$ cat src/rtl/conv_transposed_2d_zero_stuffer.sv
// Zero-stuffs and zero-pads a raster-scan square feature map for a stride-1 transposed-conv backend.
// Latency: one register stage; a beat loaded on edge N is valid after edge N, 1 beat/cycle sustained.
// Backpressure: ready_out stalls the output register; ready_in is high only at REAL positions with a free register.
module conv_transposed_2d_zero_stuffer #(
    parameter int DATA_W  = 32,
    parameter int IN_DIM  = 4,
    parameter int STRIDE  = 2,
    parameter int PAD     = 2,
    parameter int OUT_PAD = 0
) (
    input  logic              clk,
    input  logic              rst_n,
    input  logic              valid_in,
    output logic              ready_in,
    input  logic [DATA_W-1:0] input_data,
    output logic              valid_out,
    input  logic              ready_out,
    output logic [DATA_W-1:0] output_data,
    output logic              sof_out,
    output logic              eof_out
);

    localparam int OUT_DIM = (IN_DIM - 1) * STRIDE + 1 + 2 * PAD + OUT_PAD;
    localparam int CW      = (OUT_DIM > 1) ? $clog2(OUT_DIM) : 1;
    localparam int PW      = (STRIDE > 1) ? $clog2(STRIDE) : 1;
    // Offset from the first REAL index to the last REAL index along one axis.
    localparam int SPAN    = (IN_DIM - 1) * STRIDE;

    localparam logic [CW-1:0] LAST_IDX = CW'(OUT_DIM - 1);
    localparam logic [PW-1:0] PH_LAST  = PW'(STRIDE - 1);

    logic [CW-1:0] row;
    logic [CW-1:0] col;
    logic [PW-1:0] row_ph;
    logic [PW-1:0] col_ph;

    int   row_off;
    int   col_off;
    logic row_real;
    logic col_real;
    logic pos_real;
    logic can_load;
    logic load;
    logic at_last_col;
    logic at_last_row;

    // Phase follows (idx - PAD) mod STRIDE; it is pinned at 0 while idx is still
    // inside the leading pad, so it reads 0 exactly when idx reaches PAD.
    function automatic logic [PW-1:0] ph_next(input int off, input logic [PW-1:0] ph);
        if (off < 0) begin
            return '0;
        end
        return (ph == PH_LAST) ? '0 : ph + 1'b1;
    endfunction

    // Classify the position about to be loaded and derive the handshake.
    always_comb begin
        row_off     = int'({1'b0, row}) - PAD;
        col_off     = int'({1'b0, col}) - PAD;
        row_real    = (row_off >= 0) && (row_off <= SPAN) && (row_ph == '0);
        col_real    = (col_off >= 0) && (col_off <= SPAN) && (col_ph == '0);
        pos_real    = row_real && col_real;
        at_last_col = (col == LAST_IDX);
        at_last_row = (row == LAST_IDX);
        can_load    = !valid_out || ready_out;
        // A REAL slot only fills from a real sample; ZERO slots never touch the input.
        ready_in    = rst_n && pos_real && can_load;
        load        = can_load && (!pos_real || valid_in);
    end

    // Output register, position counters and phase counters.
    always_ff @(posedge clk) begin
        if (!rst_n) begin
            valid_out   <= 1'b0;
            output_data <= '0;
            sof_out     <= 1'b0;
            eof_out     <= 1'b0;
            row         <= '0;
            col         <= '0;
            row_ph      <= '0;
            col_ph      <= '0;
        end else if (load) begin
            valid_out   <= 1'b1;
            output_data <= pos_real ? input_data : '0;
            sof_out     <= (row == '0) && (col == '0);
            eof_out     <= at_last_row && at_last_col;
            if (at_last_col) begin
                col    <= '0;
                col_ph <= '0;
                if (at_last_row) begin
                    row    <= '0;
                    row_ph <= '0;
                end else begin
                    row    <= row + 1'b1;
                    row_ph <= ph_next(row_off, row_ph);
                end
            end else begin
                col    <= col + 1'b1;
                col_ph <= ph_next(col_off, col_ph);
            end
        end else if (ready_out) begin
            // Current beat drained and nothing replaced it (REAL slot, no sample yet).
            valid_out <= 1'b0;
        end
    end

endmodule

$ cat config.mk
export PLATFORM = sky130hd
export DESIGN_NAME = conv_transposed_2d_zero_stuffer
export DESIGN_NICKNAME = d
export VERILOG_FILES = /design/src/rtl/conv_transposed_2d_zero_stuffer.sv
export SDC_FILE = /design/constraint.sdc
export NUM_CORES = 1
export LEC_CHECK = 0
export BUFFER_PORTS_ARGS = -buffer_cell sky130_fd_sc_hd__buf_2
export CAP_MARGIN = 40
export CORE_MARGIN = 8
export CORE_UTILIZATION = 43
export DETAILED_ROUTE_END_ITERATION = 10
export GPL_TIMING_DRIVEN = 0
export PLACE_DENSITY = 0.8
export REMOVE_ABC_BUFFERS = 1
export SYNTH_ARGS = -nofsm -noshare
export SYNTH_HDL_FRONTEND = slang
export SYNTH_SLANG_ARGS = --single-unit
$ cat constraint.sdc
create_clock -name clk -period 2 [get_ports clk]
set_clock_uncertainty 0.1 [all_clocks]
set_input_delay 0.4 -clock clk [delete_from_list [all_inputs] [get_ports clk]]
set_output_delay 0.4 -clock clk [all_outputs]
set_load 0.01 [all_outputs]
==> impl_metrics.yaml <==
synth:
  synthArstFlopShare_pct: 0
  synth_flop_cell: "dfxtp_1"
  yosys.area.top_type: "dfxtp_1"
  synth_edf_count: 0
  synth_top_area_share_pct: 47.3
  netlist_area_um2: 1900
  synth_seq_cells: 45
  ys_warn_count: 0
  yosysSeqAreaShare_pct: 47.3
  ys_top_cells_by_area: "dfxtp_1 47%, a22o_1 15%, ha_1 3.9%"
  avgSynthCellArea_um2: 10.6
  synthesis.instances: 179
  synthTopCellsByCount: "45 x dfxtp_1, 32 x a22o_1, 16 x nand2_1"
  synth_most_common_cell: "dfxtp_1"
  netlist-cell-type-count: 43
power_and_ir_drop:
  ir_worst_vdd_uv: 443
  p_leak_uw: 0.00130
  p_per_area_nw_per_um2: 595
critical_path:
  cpLargestDelayFamily: "simple AND/OR/NAND/NOR gates"
  crit_type: "register to output pin"
  r2r-start: "col[1]$_SDFFE_PN0P_"
  max_stage_delay_ps: 370
  r2r_slack_ps: -160
  crit_start: "col[1]$_SDFFE_PN0P_"
  rr_endpoint: "output_data[6]$_SDFFE_PN0P_"
  path_cells: "inv_4, ha_4, or2_1, o21ai_2, nand3_2, nor3_2, buf_2"
  worstSetupEndpoint: "ready_in"
  endpoint_kind: "output pin"
  crit_arrival_ps: 1690
  crit_buf_inv: 2
  crit_required_ps: 1500
  r2r_cells: 10
  critical_path.max_fanout: 3
  crit_slowest_cell: "dfxtp_4"
  cp-start-kind: "register"
  path_depth: 7
timing:
  tns_ps: -5070
  max_slew_margin_pct: 72.3
  fmax_mhz: 456
  post-route-period-util_pct: 110
  hold_violations: 0
  drv_slew: 0
  hold_ws_ps: 201
  setup_viol: 43
  rsz0062_at_grt: "true"
  worst_slew_pin_slew_ps: 414
  period_needed_ps: 2190
  setup_ws_ps: -193
cts:
  cts_made_buffers: 5
  htree_levels: 2
  cts_tree: "built"
  clk_pin_slew_ps: 90
  clk_latency_ps: 300
  cts_root_buf: "clkbuf_8"
  cts_hold_buf: 0
  clockBufferDepth: 2
  clock_sinks: 45
detailed_routing:
  first_iter_violations: 88
  wl_per_cell_um: 16.6
  drtAntennaViolNets: 0
  drt-total-wl_um: 5380
  viasPerCell: 5.28
  drc: 0
  dr.pass1.iters: 4
  route.vias.total: 1715
outcome:
  violations: "negative setup slack"
  status: "finished, violations left"
final_layout:
  area.growth.synth_to_final_pct: 46.9
  finalNetCount: 314
  instances_no_fill: 325
  diodes: 0
  layout-drive-gt1-share_pct: 49.5
  final_util_pct: 64.7
floorplan:
  core_area_um2: 4320
  die_area_um2: 6810
  die_h_um: 82.5
  die_w_um: 82.5
  io_pins: 72
  start_util_pct: 44.0
  rows: 24
grt:
  grt_pass1_wl_um: 7670
  overflow: 0
  antenna_found_initial: 0
  grt_pass1_vias: 1699
  grtUsageTotal_pct: 14.6
  grt_max_degree: 26
run:
  cap_violations: 0
place:
  hpwl_um: 3250
  place_ws_ps: -745
  portBuffers: 71
  place.gp.congestion: 0.777
  dp_cells: 292
min_path:
  hold_path.class: "input pin to register"
-- layout by cell type (no fill, tap or decap), types with 2 or more instances in the layout --
master / synthesis / routed
a21oi_1: 2 / 2
a22o_1: 32 / 32
buf_12: 0 / 3
buf_2: 4 / 71
buf_4: 3 / 9
buf_6: 4 / 13
clkbuf_16: 0 / 3
clkbuf_8: 0 / 5
clkinv_4: 0 / 2
dfxtp_1: 45 / 41
dfxtp_4: 0 / 4
ha_1: 6 / 2
ha_4: 0 / 4
inv_1: 7 / 3
inv_4: 0 / 4
mux2i_1: 4 / 4
nand2_1: 16 / 15
nand2b_1: 3 / 3
nand3_1: 6 / 5
nand3_2: 1 / 2
nand3b_1: 3 / 3
nand4_1: 3 / 3
nor2_1: 6 / 6
nor2b_1: 2 / 2
o21ai_0: 6 / 2
o21ai_1: 0 / 3
o21ai_2: 1 / 2
-- through the flow --
| step | area (µm²) | power, µW |
|---|---|---|
| CTS | 2590 | 1650 |
| global placement | 2230 | 1050 |
| floorplan | 1810 | 999 |
| detailed placement | 2280 | 1060 |
| global route | 2800 | 1740 |
| finish | 2800 | 1660 |
-- registers in the layout, summed over array words and instances (netlist names) --
name / count
output_data: 32
col: 4
row: 4
col_ph: 1
eof_out: 1
row_ph: 1
sof_out: 1
valid_out: 1
-- worst min-delay path by stage --
stage                               startpoint                           end  slack, ps  cells past startpoint
final                           input_data[22]  output_data[22]$_SDFFE_PN0P_        200                      2
after global routing             input_data[9]   output_data[9]$_SDFFE_PN0P_        200                      2
after CTS                        input_data[4]   output_data[4]$_SDFFE_PN0P_        190                      2
after detailed placement  sof_out$_SDFFE_PN0P_          sof_out$_SDFFE_PN0P_        350                      2
after global placement    eof_out$_SDFFE_PN0P_          eof_out$_SDFFE_PN0P_        350                      2
after floorplan            col_ph$_SDFFE_PN0P_           col_ph$_SDFFE_PN0P_        380                      2
-- cells by family after synthesis --
group,Yosys count,share of synthesized area [%]
mux,4,2.10
simple gates,52,16.8
buf+inv,20,6.38
xor+xnor,1,0.460
fa+ha+maj,6,3.94
compound gates,51,22.9
flops,45,47.3
-- repair_timing --
action,CTS,global route
pin swaps,9,15
setup buffers,14,8
endpoints found under the setup margin,45,45
gates resized for setup,28,22
cloned,0,4
-- layout make-up --
class | count | area (µm²)
clock buffer | 5 | 68.8
clock inverter | 3 | 22.5
fill | 343 | 1530
inverter | 7 | 36.3
multi-input combinational | 114 | 983
sequential | 45 | 916
tap | 52 | 65.1
timing repair buffer | 99 | 704
-- routing by layer --
metal / share of wire, % / wire (µm) / GRT usage, %
met4: 1.8 / 95 / 6.21
met3: 10 / 552 / 8.55
met1: 40 / 2130 / 15.5
met5: 0 / 0 / 0
met2: 48 / 2600 / 23.2
-- report_power, final --
part	internal [µW]	switching, µW
clock	248	314
combinational	98.0	90.7
sequential	902	12.4
total	1250	417
(Power assumes the default switching activity.)
